$ cat config.mk
export PLATFORM = sky130hd
export DESIGN_NAME = sha256_msg_padder
export DESIGN_NICKNAME = d
export VERILOG_FILES = /design/src/rtl/sha256_msg_padder.sv
export SDC_FILE = /design/constraint.sdc
export NUM_CORES = 1
export LEC_CHECK = 0
export ABC_AREA = 1
export CAP_MARGIN = 30
export CORE_MARGIN = 4
export CORE_UTILIZATION = 51
export CTS_CLUSTER_DIAMETER = 30
export CTS_CLUSTER_SIZE = 40
export DETAILED_ROUTE_END_ITERATION = 8
export GPL_TIMING_DRIVEN = 0
export PLACE_DENSITY = 0.8
export SYNTH_ARGS = -nofsm -noshare
export SYNTH_HDL_FRONTEND = slang
export SYNTH_SLANG_ARGS = --single-unit
$ cat constraint.sdc
create_clock -name clk -period 2.3 [get_ports clk]
set_input_delay 0.575 -clock clk [delete_from_list [all_inputs] [get_ports clk]]
set_output_delay 0.575 -clock clk [all_outputs]
set_load 0.01 [all_outputs]
$ cat src/rtl/sha256_msg_padder.sv
// sha256_msg_padder
// Accepts a byte-aligned message as big-endian 32-bit words and emits
// SHA-256 padded 512-bit chunks: message bytes, a 0x80 marker, zero fill and
// the 64-bit message length in bits in the last two words of the final chunk.
// When the marker or the length does not fit, an extra all-padding chunk is
// built after the current chunk has been taken.
module sha256_msg_padder #(
  parameter int CHUNKSIZE = 512
) (
  input  logic                 clk,
  input  logic                 reset,
  input  logic [31:0]          in_data,
  input  logic                 in_valid,
  input  logic                 in_last,
  input  logic [2:0]           in_nbytes,
  output logic                 in_ready,
  output logic [CHUNKSIZE-1:0] chunk_data,
  output logic                 chunk_valid,
  output logic                 chunk_last,
  input  logic                 chunk_ready
);

  localparam int NWORDS = CHUNKSIZE / 32;

  typedef enum logic [1:0] {
    FILL = 2'd0,
    HOLD = 2'd1,
    PADX = 2'd2
  } state_t;

  state_t      state_reg, state_next;
  logic [3:0]  wcnt_reg, wcnt_next;
  logic [63:0] len_reg, len_next;
  logic        last_reg, last_next;   // presented chunk is the final one
  logic        pend_reg, pend_next;   // an extra padding chunk must follow
  logic        mark_reg, mark_next;   // extra chunk starts with the 0x80 marker

  logic        accept;
  logic [63:0] len_sum;
  logic [31:0] word_masked;
  logic [4:0]  pad_pos;
  logic        len_fits;

  assign accept   = (state_reg == FILL) && in_valid;
  assign len_sum  = len_reg + {58'd0, in_nbytes, 3'd0};
  // Slot holding the 0x80 marker for a last word: the word itself when it is
  // partial, otherwise the next slot (16 means it spills into an extra chunk).
  assign pad_pos  = {1'b0, wcnt_reg} + ((in_nbytes == 3'd4) ? 5'd1 : 5'd0);
  assign len_fits = (pad_pos <= 5'd13);

  // Byte lanes of the incoming word: keep valid bytes, place the marker in the
  // first unused lane of a last word, clear everything else.
  genvar gi;
  generate
    for (gi = 0; gi < 4; gi++) begin : gen_lane
      assign word_masked[31-8*gi -: 8] =
        (in_nbytes > 3'(gi))                 ? in_data[31-8*gi -: 8] :
        (in_last && (in_nbytes == 3'(gi)))   ? 8'h80 : 8'h00;
    end
  endgenerate

  // One register per chunk word; each slot decides its own next value.
  generate
    for (gi = 0; gi < NWORDS; gi++) begin : gen_word
      logic [31:0] word_reg, word_next;

      // Next word value: data or padding on an accepted word, fixed padding
      // pattern while building the extra chunk, otherwise hold.
      always_comb begin
        word_next = word_reg;
        if (state_reg == PADX) begin
          if (gi == 0)
            word_next = mark_reg ? 32'h8000_0000 : 32'h0000_0000;
          else if (gi == NWORDS - 2)
            word_next = len_reg[63:32];
          else if (gi == NWORDS - 1)
            word_next = len_reg[31:0];
          else
            word_next = '0;
        end else if (accept) begin
          if (wcnt_reg == 4'(gi)) begin
            word_next = word_masked;
          end else if (in_last && (4'(gi) > wcnt_reg)) begin
            if (5'(gi) == pad_pos)
              word_next = 32'h8000_0000;
            else if (len_fits && (gi == NWORDS - 2))
              word_next = len_sum[63:32];
            else if (len_fits && (gi == NWORDS - 1))
              word_next = len_sum[31:0];
            else
              word_next = '0;
          end
        end
      end

      // Word storage, cleared by reset.
      always_ff @(posedge clk or negedge reset) begin
        if (!reset)
          word_reg <= '0;
        else
          word_reg <= word_next;
      end

      assign chunk_data[32*gi +: 32] = word_reg;
    end
  endgenerate

  // FSM state register.
  always_ff @(posedge clk or negedge reset) begin
    if (!reset)
      state_reg <= FILL;
    else
      state_reg <= state_next;
  end

  // FSM next state: a full or final chunk is held until taken, then either
  // the extra padding chunk is built or collection resumes.
  always_comb begin
    state_next = state_reg;
    case (state_reg)
      FILL: begin
        if (accept && (in_last || (wcnt_reg == 4'd15)))
          state_next = HOLD;
      end
      HOLD: begin
        if (chunk_ready)
          state_next = pend_reg ? PADX : FILL;
      end
      PADX: state_next = HOLD;
      default: state_next = FILL;
    endcase
  end

  // FSM outputs: handshakes depend only on the state.
  always_comb begin
    in_ready    = (state_reg == FILL);
    chunk_valid = (state_reg == HOLD);
    chunk_last  = (state_reg == HOLD) && last_reg;
  end

  // Control next values: word counter, bit length and chunk flags.
  always_comb begin
    wcnt_next = wcnt_reg;
    len_next  = len_reg;
    last_next = last_reg;
    pend_next = pend_reg;
    mark_next = mark_reg;
    case (state_reg)
      FILL: begin
        if (accept) begin
          len_next = len_sum;
          if (in_last) begin
            wcnt_next = '0;
            last_next = len_fits;
            pend_next = !len_fits;
            mark_next = pad_pos[4];
          end else begin
            wcnt_next = wcnt_reg + 4'd1;
            last_next = 1'b0;
            pend_next = 1'b0;
            mark_next = 1'b0;
          end
        end
      end
      HOLD: begin
        if (chunk_ready) begin
          wcnt_next = '0;
          if (pend_reg)
            pend_next = 1'b0;
          else if (last_reg)
            len_next = '0;
        end
      end
      PADX: begin
        last_next = 1'b1;
        mark_next = 1'b0;
      end
      default: ;
    endcase
  end

  // Control registers.
  always_ff @(posedge clk or negedge reset) begin
    if (!reset) begin
      wcnt_reg <= '0;
      len_reg  <= '0;
      last_reg <= 1'b0;
      pend_reg <= 1'b0;
      mark_reg <= 1'b0;
    end else begin
      wcnt_reg <= wcnt_next;
      len_reg  <= len_next;
      last_reg <= last_next;
      pend_reg <= pend_next;
      mark_reg <= mark_next;
    end
  end

endmodule

-- Word-level counts from Yosys, hierarchy flattened
Index checks and enable logic that the tools add are counted.
- register bits after elaboration: 585
- bits of input ports: 40
- output and inout port bits: 515
- word-level logic and storage cells: 270
- $add $sub $neg: 3
- magnitude comparators: 21
- equal/unequal tests: 41
- muxes and demuxes: 115
- reductions and logical operators: 68
- operators by type and width (cell ; number):
    32-bit two-way mux ; 83
    64-bit two-way mux ; 4
    64-bit one-hot mux with 2 select lines ; 1
    64-bit by 6-bit adder with 64-bit output ; 1
    8-bit two-way mux ; 8
    3-bit nonzero test ; 16
    4-bit by 5-bit equality test with 1-bit output, first input constant ; 8
    2-bit AND reduction ; 18
    4-bit equality test, second input constant ; 8
    4-bit > comparator, first input constant ; 8
    1-bit logical AND ; 23
    3-bit by 5-bit equality test with 1-bit output, first input constant ; 4
    4-bit by 3-bit equality test with 1-bit output, second input constant ; 4
    3-bit by 4-bit > comparator with 1-bit output, first input constant ; 4
    4-bit two-way mux ; 3
    2-bit by 5-bit equality test with 1-bit output, first input constant ; 2
    4-bit by 2-bit equality test with 1-bit output, second input constant ; 2
    1-bit by 4-bit > comparator with 1-bit output, first input constant ; 2
    2-bit by 4-bit > comparator with 1-bit output, first input constant ; 2
    1-bit two-way mux ; 8
    2-bit by 1-bit inequality test with 1-bit output, second input constant ; 4
    4-bit one-hot mux with 2 select lines ; 1
    3-bit by 2-bit equality test with 1-bit output, second input constant ; 2
    3-bit by 1-bit > comparator with 1-bit output, second input constant ; 2
    other kinds (23) ; 30

-- Depth between registers and ports, before layout
- word-level depth: 10
- mapped depth: 15
- mapped depth without buffers: 14

-- Least setup slack after synthesis
OpenSTA, ideal clock, no wires.
- path type: in2reg
- start point: input port in_nbytes[0]
- end point: register gen_word[15].word_reg[29]
- setup time: 0.120 ns
- arrival time: 2.115 ns
- data required time: 2.180 ns
- path slack: 0.064 ns
- stages: 11
- path buffers: 0
- cell sequence: ha_1 > fa_1 > nand2_1 > nand2_1 > nand3_1 > nor2_1 > nand2_1 > xor2_1 > nor2_1 > o21ai_1 > nand2_1
- longest elaborated chain between the ends: 10
- elaborated cells between the ends (all ways): 14
- those cells by class: 2 x add/sub; 2 x order compare; 2 x eq/ne; 8 x mux
- RTL lines (what ; line ; RTL):
    start, declared ; 15 ; input logic [2:0] in_nbytes,
    3-bit equality test ; 48 ; assign pad_pos = {1'b0, wcnt_reg} + ((in_nbytes == 3'd4) ? 5'd1 : 5'd0);
    1-bit two-way mux ; 48 ;
    4-bit by 1-bit adder with 5-bit output ; 48 ;
    5-bit by 4-bit <= comparator with 1-bit output ; 49 ; assign len_fits = (pad_pos <= 5'd13);
    32-bit two-way mux ; 88 ; else if (len_fits && (gi == NWORDS - 1))
    32-bit two-way mux ; 84 ; if (5'(gi) == pad_pos)
    32-bit two-way mux ; 83 ; end else if (in_last && (4'(gi) > wcnt_reg)) begin
    32-bit two-way mux * ; 81 ; if (wcnt_reg == 4'(gi)) begin
    32-bit two-way mux * ; 80 ; end else if (accept) begin
    32-bit two-way mux * ; 71 ; if (state_reg == PADX) begin
    end signal, assigned ; 101 ; word_reg <= word_next;
    end, declared ; 65 ; logic [31:0] word_reg, word_next;
Mark *: on every way between the ends. The rest lies on a longest branch, timed or not. The select of a mux whose other input is x is not followed.
A chain may end at the register's enable or synchronous reset.

-- Worst setup path after layout
- start point: register wcnt_reg[0]
- end point: register gen_word[3].word_reg[15]
- longest elaborated chain between the ends: 4
- elaborated cells between the ends (all ways): 8
- those cells by class: 1 x order compare; 1 x eq/ne; 3 x mux; 3 x reduce/logical
- RTL lines (what ; line ; RTL):
    start, declared ; 32 ; logic [3:0] wcnt_reg, wcnt_next;
    start signal, assigned ; 191 ; wcnt_reg <= wcnt_next;
    2-bit by 4-bit > comparator with 1-bit output / 4-bit by 2-bit equality test with 1-bit output (equally long branches) ; 83, 81 ;
    1-bit logical AND / 32-bit two-way mux (equally long branches) ; 83, 81 ;
    3-bit nonzero test (no source line) / 32-bit two-way mux (equally long branches) ; -- ;
    2-bit AND reduction (no source line) / 32-bit two-way mux (equally long branches) ; -- ;
    end signal, assigned ; 101 ;
    end, declared ; 65 ;
Parallel ways exist; a longest one is shown, timed or not. The select of a mux whose other input is x is not followed.

==> metrics.csv <==
metric,value,unit
status,"finished, violations left",
violations,"hold timing, setup timing",
initial_core_util,0.520,
drv_slew,0,
clock_sink_count,582,
peakVddDrop,0.748,mV
leakagePower,0.0169,uW
min_path_type,primary input to asynchronous set/reset pin,
coreArea,0.0494,mm2
fillCellCount,3347,
worstSetupStartpointType,flop,
post-route-period-util,1.03,
die_h,232,um
holdWs,-0.0895,ns
post_drt_wl_per_cell,27.4,um
yosys_warnings,0,
die_area,0.0540,mm2
critPathKind,flop to flop,
ios,555,
power.share.clock,0.443,
final_cell_mix,"nand2_1, dfrtp_1, clkdlybuf4s50_1, inv_1, o21ai_0",
synth_area,0.0257,mm2
drive_gt1_frac,0.137,
cap_violations,0,
grt_antenna_before_repair,6,
htreeDepth,3,
cts_root_buf,clkbuf_16,
synth_top_family_by_area,simple AND/OR/NAND/NOR gates,
wl,122000,um
crit_fanout,10,
synth.avg_cell_area,8.66,um2
place_congestion,1.09,
total_power,38800,uW
grt_overflow,0,
worst_pin_slew,0.754,ns
track_usage,0.437,
tritoncts,built,
clock_path_buffers,3,
combPwrFrac,0.217,
drt_iter0_drc,3639,
min_period,2.38,ns
rsz0062_at_grt,yes,
numCtsBuffers,113,
p_switching,12600,uW
slew_headroom,0.497,
largest_reg_flops,512,
critPathCaptureType,flop,
rows,81,
seqPwrFrac,0.340,
crit_arrival,2.97,ns
final_common_cell,nand2_1,
power.internal,26200,uW
post-route-drc-count,0,
synthAdderAreaFrac,0.00468,
p_per_area,1040,mW/mm2
worst_slack,-0.0804,ns
detail-route-antenna-nets,0,
cp_data_required_time,2.89,ns
switching_share,0.325,
grt_pass1_vias,26300,
setup_tns,-0.725,ns
vias,27200,
dpl.hpwl,85300,um
final_core_util,0.755,
grt_pass1_wl,174000,um
syn-num-nets,3011,
finClkSkew,0.0639,ns
io_buffers,554,
hold_viol,90,
muxShareOfSynthArea,0,
yosys.cell_types.count,45,
ys_seq_area_frac,0.568,
die_width,232,um
finalSetupViolations,32,
synthSimpleGateAreaFrac,0.172,
synth_seq_cells,582,
area.growth.synth_to_final,45.2,%
grt_start_max_net_pins,126,
nets,3727,
first_pass_iters,8,
synth_compound_area_frac,0.160,
synth_xor_area_frac,0.00887,
clk_pin_slew,0.05,ns
insertion_delay,0.68,ns
viasPerCell,6.12,
max_freq,420,MHz
syn_inst,2962,
==> power by group through the flow <==
stage	sequential, uW	clock [uW]	combinational [uW]
2_1_floorplan	13300	0	3300
3_3_place_gp	13200	0	7590
3_5_place_dp	13200	0	7730
4_1_cts	13100	17100	8070
5_1_grt	13300	17700	8940
6_report	13200	17200	8420
==> worst max-delay path, cell delays in order, from the launching register on <==
cell and delay (ns):
dfrtp_2 0.49, ha_1 0.25, inv_2 0.18, nand2_1 0.14, nor2_1 0.16, nor2_1 0.15
a21oi_4 0.25, nand3_4 0.20, clkbuf_4 0.27, o22ai_1 0.20
==> metrics by stage <==
step / hold slack (ns) / worst slack [ns] / std cells / area, um2
floorplan: 0.279 / 0.0641 / 2962 / 25700
global placement: 0.462 / -25.28 / 4180 / 32000
detailed placement: 0.465 / -1.68 / 4187 / 32200
CTS: -0.0812 / -0.00313 / 4420 / 36800
global route: -0.0270 / -0.0718 / 4440 / 37300
finish: -0.0895 / -0.0804 / 4441 / 37300
==> per-layer routing <==
layer / GRT usage / vias to the layer above / part of all wire
met2: 0.629 / 2153 / 0.43
li1: - / 11200 / -
met5: 0.0156 / - / 0.00080
met1: 0.561 / 13300 / 0.36
met4: 0.266 / 10 / 0.075
met3: 0.162 / 495 / 0.14
==> cell type report <==
class                           instances  area (um2)  share of cell area
Antenna cell                            2        5.00            0.000134
Clock buffer                          133        3000              0.0806
Tap cell                              664         831              0.0223
Buffer                                158         821              0.0220
Timing Repair Buffer                  604        6090               0.163
Sequential cell                       582       14600               0.391
Inverter                              406        1570              0.0422
Multi-Input combinational cell       1813        9360               0.251
Clock inverter                         79        1010              0.0272
==> cell usage after synthesis, drive strengths merged <==
master | count | share of area
clkinv | 2 | 0.00029
nand2 | 680 | 0.10
nand4 | 22 | 0.0059
inv | 404 | 0.059
o22ai | 240 | 0.059
ha | 8 | 0.0039
xor2 | 26 | 0.0089
nand3 | 170 | 0.035
o21a | 1 | 0.00029
o221ai | 4 | 0.0014
a31oi | 8 | 0.0028
nor2 | 185 | 0.029
o211ai | 6 | 0.0018
o2111ai | 7 | 0.0024
a22oi | 1 | 0.00029
o21ai | 304 | 0.059
a21oi | 94 | 0.020
buf | 63 | 0.013
and2 | 4 | 0.00097
nor3 | 7 | 0.0014
o31ai | 42 | 0.012
o41ai | 1 | 0.00034
fa | 1 | 0.00078
dfrtp | 582 | 0.57
clkbuf | 98 | 0.014
o21bai | 1 | 0.00029
or2 | 1 | 0.00024
==> cells by family after synthesis <==
kind of cell,Yosys count
AND/OR/NAND/NOR,1069
AO/OA/AOI/OAI,709
flip-flops,582
buffers and inverters,567
XOR/XNOR,26
adder cells (fa/ha/maj),9
==> timing repair <==
action,4_1_cts,5_1_grt
buffers inserted,22,21
resized for setup,147,143
pin swaps,12,14
setup endpoints to repair,515,415
endpoints found under the hold margin,90,66
==> final timing paths <==
kind	startpoint	endpoint	slack (ns)	cells after the start
worst min-delay path	reset	gen_word[14].word_reg[30]	-0.09	1
worst min register to register	gen_word[1].word_reg[27]	gen_word[1].word_reg[27]	0.47	2
min in group clk	gen_word[1].word_reg[27]	gen_word[1].word_reg[27]	0.47	2
worst max register to register	wcnt_reg[0]	gen_word[3].word_reg[15]	-0.08	9
max in group asynchronous	reset	gen_word[3].word_reg[19]	0.57	4
worst max-delay path	wcnt_reg[0]	gen_word[3].word_reg[15]	-0.08	9
Note: power is estimated with default switching activity, not from simulation.
==> variant (same flow settings) <==
Reset style: synchronous (`reset`), changed in 3 clocked blocks.
--- a/src/rtl/sha256_msg_padder.sv
+++ b/src/rtl/sha256_msg_padder.sv
@@ -94,7 +94,7 @@
       end
 
       // Word storage, cleared by reset.
-      always_ff @(posedge clk or negedge reset) begin
+      always_ff @(posedge clk) begin
         if (!reset)
           word_reg <= '0;
         else
@@ -106,7 +106,7 @@
   endgenerate
 
   // FSM state register.
-  always_ff @(posedge clk or negedge reset) begin
+  always_ff @(posedge clk) begin
     if (!reset)
       state_reg <= FILL;
     else
@@ -180,7 +180,7 @@
   end
 
   // Control registers.
-  always_ff @(posedge clk or negedge reset) begin
+  always_ff @(posedge clk) begin
     if (!reset) begin
       wcnt_reg <= '0;
       len_reg  <= '0;
Function: not settled (the Yosys comparison gave no result); the edit may change what the design does.
==> variant against the unedited design <==
- sequential share of layout area decreased by 6.9 points
- count of clock-buffer cells in the layout increased by 6
- area after synthesis decreased by 2.5%
- sequential cell count unchanged
- routed wire length decreased by 0.12%
- die area decreased by 2.4%
- cell area decreased by 2.8%
- setup slack improved by 89 ps
- core utilization decreased by 0.25 points
- critical path depth decreased by 8
- hold slack improved by 550 ps
Power is not compared: it rests on default switching activity, and its combinational part moved more than twofold at a synthesized area within 25%.
==> variant: results (changes against the unedited design) <==
STA
  – Worst setup margin: 8.90 ps (+89.3 ps)
  – Setup Skew: 34.8 ps (-29.1 ps)
  – Worst-margin pin slew: 1090 ps (+334 ps)
  – WHS: 456 ps (+545 ps)

Outcome
  – Outcome: completed

Route
  – Uppermost layer routed: met5
  – Iter 0 DRT Violations: 3,924 (+7.8%)
  – Via count: 29.1k (+6.9%)
  – WL/cell: 24.4 um (-11%)
  – M1 WL: 42.6 mm (-2.6%)
  – WL met2: 52.9 mm (+1.7%)
  – WL met3: 14.9 mm (-9.9%)
  – Router iterations before antenna repair: 7 (-1)

GRT
  – Gr usage total: 43.4% (-0.22 points)
  – Initial antenna violation count: 1 (-5)
  – Vias in the first global route: 26.9k (+2.0%)
  – Largest net degree at the start of global routing: 17 (-87%)
  – Met1 Use GR: 52.1% (-4.0 points)
  – Global-route wire length before repair: 173 mm (-0.54%)
  – Grt met2 use: 67.0% (+4.1 points)
  – Met3 usage: 11.7% (-4.4 points)

Synthesis
  – Ys async rst share: 0% (-100 points)
  – Unique masters post-synth: 61 (+36%)
  – Warnings from Yosys: 0 (unchanged)
  – Post-synth top cells: nand2_1, a21oi_1, dfxtp_1
  – Post-Syn Nets: 3,563 (+18%)
  – Post-synthesis sequential area ratio: 46.6% (-10 points)
  – Synth area leaders: dfxtp_1, nand2_1, a21oi_1

CTS
  – Num CTS Buffers: 116 (+2.7%)
  – Root buf cell: clkbuf_16
  – Skew-Pair Late Insertion Delay: 680 ps (about the same)
  – H-tree depth: 3 (unchanged)
  – Clk slew on worst S/H paths: 50 ps (about the same)
  – Clock buffer depth: 3 (unchanged)

Worst setup path
  – Top Family by Delay on Critical Path: buffers and inverters
  – Crit path max-delay cell type: clkdlybuf4s50_1
  – Crit-path max FO: 2 (-8)
  – Crit path DAT: 1720 ps (-1250 ps)
  – Worst path max stage delay: 600 ps (+110 ps)

Cells and area
  – Max FFs per register: 512 (unchanged)
  – Net count, final: 4,259 (+14%)
  – Filler cells: 3,620 (+8.2%)
  – Layout cell share with drive strength beyond 1: 13.7% (+0.067 points)
  – Antenna Cells: 0 (-2)

Place
  – HPWL Detailed: 87.7 mm (+2.8%)
  – Routability cong.: 1.04 (-4.2%)
  – Worst slack at placement: -1260 ps (+420 ps)
  – Area of placed instances: 31,400 um2 (-2.4%)
  – Number of buffers added on ports: 553 (-0.18%)

Power
  – Leakage Power: 13.3 nW
  – Max rail drop VDD: 654 uV
  – Total power: 30.7 mW

Worst hold path
  – Hold Path Class: in -> reg
==> variant: changes by cell type in the layout (fill, tap and decap cells not counted), moves of 88 or more <==
cell / before / now
dfxtp_1: 0 / 577
dfrtp_1: 577 / 0
o21ai_0: 244 / 59
nand2_1: 643 / 1297
a21oi_1: 86 / 631
buf_2: 38 / 126
inv_1: 377 / 168
o22ai_1: 240 / 1
==> variant: logic make-up (layout without fill, tap and decap cells) <==
logic type      count (synthesis)  after routing  share of synthesized area [%]
xor+xnor                       25             25                          0.875
flops                         582            582                           46.6
buf+inv                       435           1231                           7.65
compound gates                775            775                           16.7
fa+ha+maj                       9              9                          0.480
simple gates                 1688           1688                           27.7
==> variant: repair_timing <==
item / CTS / global route
pin swaps: 8 / 11
gates resized for setup: 77 / 61
endpoints found under the setup margin: 344 / 204
buffers inserted: 11 / 10
==> variant: worst paths after layout <==
check / from / to / cells past startpoint
min reg2reg: gen_word[0].word_reg[24] / gen_word[0].word_reg[24] / 2
max: gen_word[0].word_reg[31] / chunk_data[31] / 1
min: in_last / wcnt_reg[3] / 4
max reg2reg: state_reg[1] / gen_word[6].word_reg[0] / 9
==> variant: through the flow <==
stage | instances | TNS [ps]
after floorplan | 3514 | 0
after detailed placement | 4726 | -432930
after global routing | 4966 | -29.8
after CTS | 4955 | -79.4
after global placement | 4723 | -434080
final | 4966 | 0
==> variant: layout make-up <==
cell class	count	area (um2)	share of cell area, %
timing repair buffer	578	5790	16.0
clock buffer	139	3160	8.73
inverter	204	803	2.22
sequential	582	11700	32.2
clock inverter	79	1120	3.10
buffer	231	1210	3.33
tap	656	821	2.27
multi-input combinational	2497	11700	32.2
==> variant: power breakdown <==
group          leakage, nW  switching (mW)  internal (mW)
registers             4.70          0.0919           10.2
logic                 6.55            1.55          0.580
clock network         2.06            6.04           12.2
